==> config.mk <==
export PLATFORM = sky130hd
export DESIGN_NAME = emulib_ready_valid_dispatch
export DESIGN_NICKNAME = d
export VERILOG_FILES = /design/src/rtl/emulib_ready_valid_dispatch_pkg.sv /design/src/rtl/emulib_rv_fifo2.sv /design/src/rtl/emulib_ready_valid_dispatch.sv
export SDC_FILE = /design/constraint.sdc
export NUM_CORES = 1
export LEC_CHECK = 0
export BUFFER_PORTS_ARGS = -buffer_cell sky130_fd_sc_hd__buf_2
export CORE_MARGIN = 1
export CORE_UTILIZATION = 55
export CTS_CLUSTER_DIAMETER = 60
export DETAILED_ROUTE_END_ITERATION = 8
export HOLD_SLACK_MARGIN = 0.1
export PLACE_DENSITY = 0.78
export SKIP_LAST_GASP = 1
export SLEW_MARGIN = 20
export SYNTH_ARGS = -nofsm -noshare
export SYNTH_HDL_FRONTEND = slang
export SYNTH_HIERARCHICAL = 1
export SYNTH_SLANG_ARGS = --single-unit
==> constraint.sdc <==
create_clock -name clk -period 3.3 [get_ports clk]
set_clock_uncertainty 0.15 [all_clocks]
set_input_delay 0.33 -clock clk [delete_from_list [all_inputs] [get_ports clk]]
set_output_delay 0.33 -clock clk [all_outputs]
set_load 0.01 [all_outputs]
==> src/rtl/emulib_ready_valid_dispatch_pkg.sv <==
// Shared constants for the emulib ready/valid buffers (dispatcher side and arbiter side).
// Holds the buffer depth and the matching occupancy-count width.
package emulib_ready_valid_dispatch_pkg;

    localparam int RV_BUF_DEPTH = 2;
    localparam int RV_CNT_W     = $clog2(RV_BUF_DEPTH + 1);

endpackage

==> src/rtl/emulib_rv_fifo2.sv <==
// Two-entry synchronous FIFO with registered occupancy; ready/valid derive only from the count.
// Storage is cleared on reset so the head reads zero until the first write.
module emulib_rv_fifo2
    import emulib_ready_valid_dispatch_pkg::*;
#(
    parameter int DATA_WIDTH = 1
) (
    input  logic                  clk,
    input  logic                  resetn,
    input  logic                  push,
    input  logic [DATA_WIDTH-1:0] push_data,
    output logic                  ready,
    input  logic                  pop,
    output logic                  valid,
    output logic [DATA_WIDTH-1:0] pop_data
);

    logic [DATA_WIDTH-1:0] mem [RV_BUF_DEPTH];
    logic                  wr_ptr;
    logic                  rd_ptr;
    logic [RV_CNT_W-1:0]   count;
    logic                  do_push;
    logic                  do_pop;

    assign ready    = (count != RV_CNT_W'(RV_BUF_DEPTH));
    assign valid    = (count != '0);
    assign pop_data = mem[rd_ptr];
    assign do_push  = push && ready;
    assign do_pop   = pop && valid;

    always_ff @(posedge clk) begin
        if (!resetn) begin
            for (int i = 0; i < RV_BUF_DEPTH; i++) begin
                mem[i] <= '0;
            end
            wr_ptr <= 1'b0;
            rd_ptr <= 1'b0;
            count  <= '0;
        end else begin
            if (do_push) begin
                mem[wr_ptr] <= push_data;
                wr_ptr      <= ~wr_ptr;
            end
            if (do_pop) begin
                rd_ptr <= ~rd_ptr;
            end
            // Simultaneous push and pop leaves the occupancy unchanged.
            if (do_push && !do_pop) begin
                count <= count + RV_CNT_W'(1);
            end else if (do_pop && !do_push) begin
                count <= count - RV_CNT_W'(1);
            end
        end
    end

endmodule

==> src/rtl/emulib_ready_valid_dispatch.sv <==
// One-to-many ready/valid dispatcher: each beat goes to the buffer(s) named by s_sel.
// Define EMULIB_RV_DISPATCH_BCAST_EN to accept multi-hot s_sel as a broadcast.
module emulib_ready_valid_dispatch #(
    parameter int NUM_M      = 2,
    parameter int DATA_WIDTH = 1
) (
    input  logic                        clk,
    input  logic                        resetn,
    input  logic                        s_valid,
    output logic                        s_ready,
    input  logic [DATA_WIDTH-1:0]       s_data,
    input  logic [NUM_M-1:0]            s_sel,
    output logic [NUM_M-1:0]            m_valid,
    input  logic [NUM_M-1:0]            m_ready,
    output logic [DATA_WIDTH*NUM_M-1:0] m_data,
    output logic                        err_sel,
    input  logic                        err_clr
);

    // Handshake: a beat transfers on a rising edge where valid && ready. s_ready depends only on
    // s_sel and registered buffer counts (never on m_ready); illegal selects are always ready and dropped.
    logic [NUM_M-1:0] buf_ready;
    logic [NUM_M-1:0] push;
    logic             sel_legal;
    logic             sel_blocked;
    logic             push_en;

`ifdef EMULIB_RV_DISPATCH_BCAST_EN
    assign sel_legal = (s_sel != '0);
`else
    logic [NUM_M-1:0] sel_minus_one;
    assign sel_minus_one = s_sel - NUM_M'(1);
    assign sel_legal     = (s_sel != '0) && ((s_sel & sel_minus_one) == '0);
`endif

    // All selected buffers must have room, so a broadcast is never written partially.
    assign sel_blocked = |(s_sel & ~buf_ready);
    assign s_ready     = !(sel_legal && sel_blocked);
    assign push_en     = s_valid && s_ready && sel_legal;
    assign push        = push_en ? s_sel : '0;

    for (genvar k = 0; k < NUM_M; k++) begin : g_buf
        emulib_rv_fifo2 #(
            .DATA_WIDTH(DATA_WIDTH)
        ) u_fifo (
            .clk      (clk),
            .resetn   (resetn),
            .push     (push[k]),
            .push_data(s_data),
            .ready    (buf_ready[k]),
            .pop      (m_ready[k]),
            .valid    (m_valid[k]),
            .pop_data (m_data[k*DATA_WIDTH +: DATA_WIDTH])
        );
    end

    always_ff @(posedge clk) begin
        if (!resetn) begin
            err_sel <= 1'b0;
        end else if (s_valid && !sel_legal) begin
            err_sel <= 1'b1;
        end else if (err_clr) begin
            err_sel <= 1'b0;
        end
    end

endmodule
==> results of run 1 <==
==> power breakdown <==
group / internal (uW) / total, uW / switching (uW)
Combinational: 110 / 201 / 91.4
Clock: 45.1 / 108 / 62.4
Sequential: 225 / 258 / 33.1
Total: 380 / 567 / 187
==> cell families (layout without fill, tap and decap cells) <==
| logic type | after synthesis | count (layout) | share of synthesized area |
|---|---|---|---|
| muxes | 6 | 6 | 0.08636 |
| buffers and inverters | 2 | 20 | 0.01037 |
| adders and majority gates | 2 | 2 | 0.03454 |
| and+or+nand+nor | 30 | 30 | 0.2643 |
| DFF | 15 | 15 | 0.4145 |
| xor gates and xnor gates | 6 | 6 | 0.07254 |
| AOI/OAI and AO/OA | 12 | 12 | 0.1175 |
==> metrics by stage <==
step                      hold slack (ns)  utilization  setup WS (ns)  cell area, um^2
after global routing               0.1336       0.7169          1.230            839.6
after detailed placement           0.3075       0.6934          1.325            812.0
after CTS                          0.1333       0.7169          1.315            839.6
after floorplan                    0.2847            -          1.433            724.4
after global placement             0.3007       0.6934          1.348            812.0
final                              0.1434       0.7169          1.323            839.6
==> cell usage in the layout (no fill, tap or decap) <==
cell	netlist	final
nand2_1	7	7
a21bo_2	2	2
nand2b_2	2	2
clkinv_2	0	1
xnor2_1	4	4
or3_1	2	2
ha_1	2	2
a22oi_1	1	1
buf_2	0	14
clkbuf_4	0	3
o31ai_1	1	1
a21boi_1	4	4
mux2i_1	4	4
o21ai_0	2	2
dfxtp_1	15	15
xor2_1	2	2
nand3_1	2	2
o21ai_1	2	2
and2_1	8	8
mux2_2	2	2
nand3b_1	3	3
nor2b_4	2	2
or2_2	2	2
inv_1	2	2
and3_1	2	2
==> worst max-delay path by stage <==
stage                                         from                  endpoint  slack, ns
final                     g_buf[0].u_fifo/count[0]  g_buf[0].u_fifo/count[1]       1.32
after global routing      g_buf[1].u_fifo/count[0]  g_buf[1].u_fifo/count[1]       1.23
after CTS                 g_buf[0].u_fifo/count[0]  g_buf[0].u_fifo/count[1]       1.31
after detailed placement                  s_sel[1]  g_buf[1].u_fifo/count[1]       1.32
after global placement                    s_sel[1]  g_buf[1].u_fifo/count[1]       1.35
after floorplan           g_buf[0].u_fifo/count[0]  g_buf[0].u_fifo/count[1]       1.43
==> Yosys cell counts, types with 3 or more instances <==
master,instances
dfxtp_1,15
and2_1,8
nand2_1,7
a21boi_1,4
mux2i_1,4
xnor2_1,4
nand3b_1,3
==> worst register-to-register path, delay by kind of cell, from the launching register on <==
family,cells,cell delay [ns]
simple gates,4,0.94
flops,1,0.36
fa+ha+maj,1,0.32
compound gates,1,0.14
==> per-layer routing <==
layer	global-route usage	vias to the layer above	wire length (um)
met5	0	-	0
met4	0.1607	0	39
met3	0.05233	5	67
met2	0.3136	17	494
met1	0.2316	241	563
li1	-	283	-
==> final cells by class <==
cell class / instances / area [um^2] / share of cell area
multi-input cells: 56 / 416.7 / 0.4963
clock inverters: 1 / 5.005 / 0.005961
flip-flops and latches: 15 / 300.3 / 0.3577
inverters: 2 / 7.507 / 0.008942
well taps: 14 / 17.52 / 0.02086
clock buffers: 3 / 22.52 / 0.02683
repair buffers: 14 / 70.07 / 0.08346
==> metrics.csv, run 1 <==
metric;value;unit
status;finished, final reports clean;
fillers;102;
ys_warn_count;6;
gp_congestion;0.6060;
start_util;0.6186;
grt_max_degree;19;
crit_buf_inv;0;
synth_area_per_cell;9.924;um^2
drive_gt1_frac;0.3077;
p_total;567.4;uW
fp.coreArea;1171;um^2
globalRouteOverflowTotal;0;
synth.distinct_cells;22;
max_freq;505.9;MHz
post_cts_buffers;0;
clk_latency;0.29;ns
hold_depth;3;
row_count;12;
critPathMaxStageDelay;0.36;ns
cap_viol_max_count;0;
path_cells;nand2b_2 > and3_1 > and2_1 > ha_1 > or3_1 > a21boi_1;
grt_pass1_vias;481;
critPathLaunchType;flip-flop;
synth_ff_type;dfxtp_1;
synth_top_area_share;0.4145;
syn_nets;84;
cts_buffer_depth;2;
area_growth;15.89;%
period_share;0.5990;
period_minus_slack;1.977;ns
cts.repair.resized;0;
die_width;38.29;um
clock_sinks;15;
antenna_cells;0;
synth.area.top_cells;dfxtp_1 (41%), and2_1 (6.9%), mux2i_1 (5.5%), xnor2_1 (4.8%), a21boi_1 (4.1%);
dieHeight;38.29;um
reg2reg_to;g_buf[0].u_fifo/count[1];
dp.cells;101;
slowest_stage;dfxtp_1;
drtIter0Drc;5;
ys_ff_latch;15;
p_per_area;675.8;nW/um^2
vias_per_cell;5.200;
synth_cells;73;
ff2ff_setup_slack;1.32;ns
grt_pass1_wl;1904;um
drc;0;
vias;546;
end_kind;flip-flop;
dieArea;1466;um^2
hold_path.class;input port to flip-flop;
arrival;2.06;ns
synth_area;724.4;um^2
final_cells;105;
min_from;s_valid;
wl;1164;um
peakVddDrop;453.4;uV
critPathMaxFanout;6;
worstHoldEndpoint;err_sel;
clk_pin_slew;0.09;ns
total_leakage_power;0.0004083;uW
slew_violations;0;
rsz0062_at_grt;false;
num-nets-final;103;
cts_tree;done;
crit_family;simple AND/OR/NAND/NOR gates;
grt_antenna_before_repair;0;
cts_hold_buffers;0;
htree_levels;1;
setup_viol;0;
synth_largest_area_cell;dfxtp_1;
worstMarginPinSlew;0.2585;ns
criticalPathCategory;flip-flop to flip-flop;
wl_per_cell;11.09;um
yosysSeqAreaShare;0.4145;
reg2reg_from;g_buf[0].u_fifo/count[0];
path_depth;6;
cts-root-buf;clkbuf_4;
async_reset_ff_frac;0;
rr_worst_depth;6;
drtPass1Iterations;4;
port_buffers;14;
grt.total_usage;0.2020;
ant_nets;0;
tns;0;ns
hold_violations;0;
io_pins;15;
synth_edf_count;0;
slew_headroom;0.8277;
place_hpwl;822.6;um
worstPathRequired;3.38;ns
numCtsBuffers;3;
(Power assumes the default switching activity.)
==> run 2, diff against run 1 <==
--- a/config.mk
+++ b/config.mk
@@ -7,11 +7,11 @@
 export LEC_CHECK = 0
 export BUFFER_PORTS_ARGS = -buffer_cell sky130_fd_sc_hd__buf_2
 export CORE_MARGIN = 1
-export CORE_UTILIZATION = 55
+export CORE_UTILIZATION = 46
 export CTS_CLUSTER_DIAMETER = 60
 export DETAILED_ROUTE_END_ITERATION = 8
 export HOLD_SLACK_MARGIN = 0.1
-export PLACE_DENSITY = 0.78
+export PLACE_DENSITY = 0.7
 export SKIP_LAST_GASP = 1
 export SLEW_MARGIN = 20
 export SYNTH_ARGS = -nofsm -noshare
==> constraint.sdc (replaced) <==
create_clock -name clk -period 1.72 [get_ports clk]
set_clock_uncertainty 0.15 [all_clocks]
set_input_delay 0.172 -clock clk [delete_from_list [all_inputs] [get_ports clk]]
set_output_delay 0.172 -clock clk [all_outputs]
set_load 0.01 [all_outputs]
==> run 2 against run 1 <==
Global-route usage is 3.4 points lower. Critical endpoint unchanged. Sequential cell count stayed put. Critical path depth is 1 higher.
==> metrics.csv, run 2 (same netlist as run 1, synthesis figures left out) <==
metric;value;unit
status;finished, final reports clean;
reg2reg_to;g_buf[0].u_fifo/count[1];
dp.cells;112;
start_util;0.5240;
drive_gt1_frac;0.4712;
cts-root-buf;clkbuf_4;
final_common_cell;buf_2;
htree_levels;1;
wl;1314;um
ant_nets;0;
critPathLaunchType;flip-flop;
worstHoldEndpoint;g_buf[1].u_fifo/count[1];
clk_pin_slew;0.09;ns
ff2ff_setup_slack;0.002;ns
rr_worst_depth;7;
cts_buffer_depth;2;
port_buffers;14;
drtPass1Iterations;4;
slew_headroom;0.8160;
post_cts_buffers;0;
hold_violations;0;
clock_sinks;15;
vias;595;
grt.total_usage;0.1683;
hold_depth;2;
die_width;41.69;um
hold_path.class;input port to flip-flop;
cts_tree;done;
io_pins;15;
arrival;1.78;ns
total_leakage_power;0.0004766;uW
grt_pass1_vias;538;
rsz0062_at_grt;true;
vias_per_cell;5.000;
crit_path_start;g_buf[0].u_fifo/count[0];
dieHeight;41.69;um
drtIter0Drc;4;
antenna_cells;0;
max_freq;581.9;MHz
p_per_area;1260;nW/um^2
grt_antenna_before_repair;0;
grt_max_degree;19;
drc;0;
gp_congestion;0.6733;
num-nets-final;116;
period_share;0.9991;
dieArea;1738;um^2
area_growth;39.38;%
end_kind;flip-flop;
p_total;1273;uW
setup_viol;0;
min_from;resetn;
slew_violations;0;
peakVddDrop;770.9;uV
fp.coreArea;1383;um^2
grt_pass1_wl;2208;um
final_cells;119;
globalRouteOverflowTotal;0;
layout_common_cells;buf_2 (14), dfxtp_1 (11), buf_4 (10), nand2_1 (7), and2_1 (6);
cap_viol_max_count;0;
worstPathRequired;1.78;ns
clk_latency;0.28;ns
row_count;13;
reg2reg_from;g_buf[0].u_fifo/count[0];
numCtsBuffers;3;
criticalPathCategory;flip-flop to flip-flop;
period_minus_slack;1.718;ns
critPathMaxFanout;3;
wl_per_cell;11.04;um
worstMarginPinSlew;0.2759;ns
-- run 2: cell type report --
cell class / instances / area [um^2]
Sequential cell: 15 / 307.8
Inverter: 2 / 7.507
Clock buffer: 4 / 26.28
Tap cell: 15 / 18.77
Fill cell: 113 / 372.9
Multi-Input combinational cell: 56 / 474.2
Timing Repair Buffer: 27 / 175.2
-- run 2: metal layers --
layer	part of all wire	global-route usage	wire [um]	vias up
met5	0	0	0	-
met4	0.0091	0.09677	12	0
met3	0.033	0.03913	43	2
met2	0.43	0.2656	567	12
met1	0.53	0.2081	690	267
li1	-	-	-	314
-- run 2: what timing repair did --
action,in CTS,in global routing
setup endpoints to repair,2,3
gates resized for setup,2,5
hold buffers,3,0
pin swaps,1,2
endpoints found under the hold margin,5,0
-- run 2: how the worst max path moves through the flow --
stage               depth (start not counted)                       end
floorplan                                   7  g_buf[0].u_fifo/count[1]
global placement                            7  g_buf[1].u_fifo/count[1]
detailed placement                          7  g_buf[0].u_fifo/count[1]
CTS                                         7  g_buf[0].u_fifo/count[1]
global route                                7  g_buf[0].u_fifo/count[1]
finish                                      7  g_buf[0].u_fifo/count[1]
-- run 2: critical path, stage by stage (launching register included) --
cell and delay [ns]:
dfxtp_2 0.33, nand2b_4 0.13, and3_4 0.17, and2_4 0.14
ha_4 0.14, xor2_1 0.14, or3_1 0.31, a21boi_1 0.15
-- run 2: stage by stage --
stage	util	TNS [ns]	hold slack, ns	worst slack [ns]	instance area [um^2]
after global placement	0.6769	0	0.2902	0.01538	935.9
final	0.7303	0	0.1343	0.001585	1010
after CTS	0.7195	-0.02092	0.1185	-0.02092	994.7
after detailed placement	0.6769	-0.04515	0.3011	-0.02681	935.9
after floorplan	-	0	0.1436	0.0004245	772.0
after global routing	0.7303	-0.08632	0.1296	-0.08632	1010
-- run 2: power by group --
| part | internal, uW | leakage, uW | switching, uW |
|---|---|---|---|
| Sequential | 444 | 0.000124 | 55.2 |
| Combinational | 339 | 0.000337 | 238 |
| Clock | 89.9 | 0.0000150 | 107 |
| Total | 872 | 0.000477 | 400 |
==> run 3, diff against run 2 <==
--- a/config.mk
+++ b/config.mk
@@ -8,8 +8,10 @@
 export BUFFER_PORTS_ARGS = -buffer_cell sky130_fd_sc_hd__buf_2
 export CORE_MARGIN = 1
 export CORE_UTILIZATION = 46
+export CTS_BUF_LIST = sky130_fd_sc_hd__clkbuf_16
 export CTS_CLUSTER_DIAMETER = 60
 export DETAILED_ROUTE_END_ITERATION = 8
+export GPL_TIMING_DRIVEN = 0
 export HOLD_SLACK_MARGIN = 0.1
 export PLACE_DENSITY = 0.7
 export SKIP_LAST_GASP = 1
==> run 3 against run 2 <==
Sequential power up 3%. Setup slack improved by 0.0079 ns. First-iteration DRC count rose by 50%. Count of clock-buffer cells in the layout down 1. Die area is the same. Total power grew 16%. Cell count is 3.4% lower. Maximum frequency up 0.46%. Largest cell class unchanged.
==> metrics.csv, run 3 (same netlist as run 1, synthesis figures left out) <==
metric;value;unit
status;finished, final reports clean;
rr_worst_depth;7;
grt_pass1_wl;2346;um
reg2reg_from;g_buf[1].u_fifo/count[0];
slew_violations;0;
worstPathRequired;1.74;ns
grt_antenna_before_repair;0;
setup_viol;0;
cap_viol_max_count;0;
min_from;resetn;
vias;592;
p_total;1478;uW
p_per_area;1439;nW/um^2
ant_nets;0;
hold_depth;2;
final_common_cell;buf_2;
num-nets-final;112;
cts_tree;done;
peakVddDrop;934.7;uV
reg2reg_to;g_buf[1].u_fifo/count[1];
row_count;13;
hold_path.class;input port to flip-flop;
seqPwrFrac;0.348;
numCtsBuffers;3;
cts-root-buf;clkbuf_16;
drc;0;
dp.cells;102;
globalRoute.busiestLayer;met2;
grt_pass1_vias;583;
layout_common_cells;buf_2 (14), dfxtp_1 (11), nand2_1 (7), and2_1 (6), buf_4 (6);
grt_use_met1;0.2310;
clk_latency;0.24;ns
io_pins;15;
ff2ff_setup_slack;0.009;ns
intPower;1062;uW
whs;0.1713;ns
globalRouteOverflowTotal;0;
gp_congestion;0.6945;
dieArea;1738;um^2
drtIter0Drc;6;
max_freq;584.6;MHz
cts_buffer_depth;2;
die_width;41.69;um
worstMarginPinSlew;0.3372;ns
power_switching;415.6;uW
p_sw_frac;0.2812;
fillers;105;
end_kind;flip-flop;
final_cells;115;
slew_headroom;0.7737;
critPathMaxFanout;4;
fin_area;1027;um^2
grt.total_usage;0.1768;
grt_max_degree;19;
dieHeight;41.69;um
wl;1297;um
htree_levels;1;
critPathLaunchType;flip-flop;
wl_per_cell;11.28;um
rsz0062_at_grt;true;
fp.coreArea;1383;um^2
vias_per_cell;5.148;
post_dp_cell_area;860.8;um^2
start_util;0.5240;
grt_util_met2;0.2688;
power_frac_clock;0.297;
grt_use_met3;0.03913;
area_growth;41.80;%
place_hpwl;867.4;um
arrival;1.73;ns
criticalPathCategory;flip-flop to flip-flop;
worstHoldEndpoint;g_buf[1].u_fifo/count[1];
clock_sinks;15;
period_share;0.9945;
period_minus_slack;1.711;ns
drtPass1Iterations;5;
drive_gt1_frac;0.4300;
port_buffers;14;
clk_pin_slew;0.05;ns
tns;0;ns
hold_violations;0;
combPwrFrac;0.355;
antenna_cells;0;
total_leakage_power;0.0004835;uW
-- run 3: critical path: stages, from the launching register on --
cell and delay (ns):
dfxtp_4 0.35, nand2b_4 0.14, and3_4 0.16, and2_4 0.14, ha_4 0.14, xor2_1 0.14, or3_1 0.30, a21boi_1 0.11
-- run 3: metrics by stage --
stage,utilization,setup slack (ns)
finish,0.7430,0.009498
global route,0.7430,-0.05555
CTS,0.7430,0.002061
detailed placement,0.6226,-0.09255
global placement,0.6226,-0.03839
floorplan,-,0.0004245
-- run 3: routing by layer --
| layer | wire, um | vias up | part of all wire |
|---|---|---|---|
| li1 | - | 306 | - |
| met1 | 634 | 272 | 0.49 |
| met2 | 609 | 12 | 0.47 |
| met3 | 41 | 2 | 0.032 |
| met4 | 12 | 0 | 0.0093 |
| met5 | 0 | - | 0 |
-- run 3: timing repair --
item,CTS,global route
setup buffers,6,0
hold buffers,3,0
endpoints found under the hold margin,5,0
pin swaps,3,0
setup endpoints to repair,2,2
gates resized for setup,6,0
-- run 3: final cells by class --
| type | count | area (um^2) | area share |
|---|---|---|---|
| multi-input cells | 56 | 466.7 | 0.4543 |
| flip-flops and latches | 15 | 310.3 | 0.3021 |
| repair buffers | 23 | 145.1 | 0.1413 |
| clock buffers | 3 | 75.07 | 0.07308 |
| well taps | 15 | 18.77 | 0.01827 |
| inverters | 2 | 7.507 | 0.007308 |
| clock inverters | 1 | 3.754 | 0.003654 |
-- run 3: how the worst max path moves through the flow --
stage / startpoint / end / cells past startpoint
floorplan: g_buf[0].u_fifo/count[0] / g_buf[0].u_fifo/count[1] / 7
global placement: g_buf[0].u_fifo/count[1] / g_buf[0].u_fifo/count[1] / 7
detailed placement: g_buf[0].u_fifo/count[1] / g_buf[0].u_fifo/count[1] / 7
CTS: g_buf[1].u_fifo/count[0] / g_buf[1].u_fifo/count[1] / 7
global route: g_buf[1].u_fifo/count[0] / g_buf[1].u_fifo/count[1] / 7
finish: g_buf[1].u_fifo/count[0] / g_buf[1].u_fifo/count[1] / 7
-- run 3: power by group through the flow --
| stage | logic, uW | registers (uW) | clock network [uW] |
|---|---|---|---|
| after CTS | 527 | 513 | 450 |
| final | 525 | 514 | 439 |
| after floorplan | 342 | 502 | 0 |
| after global placement | 422 | 511 | 0 |
| after detailed placement | 437 | 517 | 0 |
| after global routing | 582 | 526 | 464 |
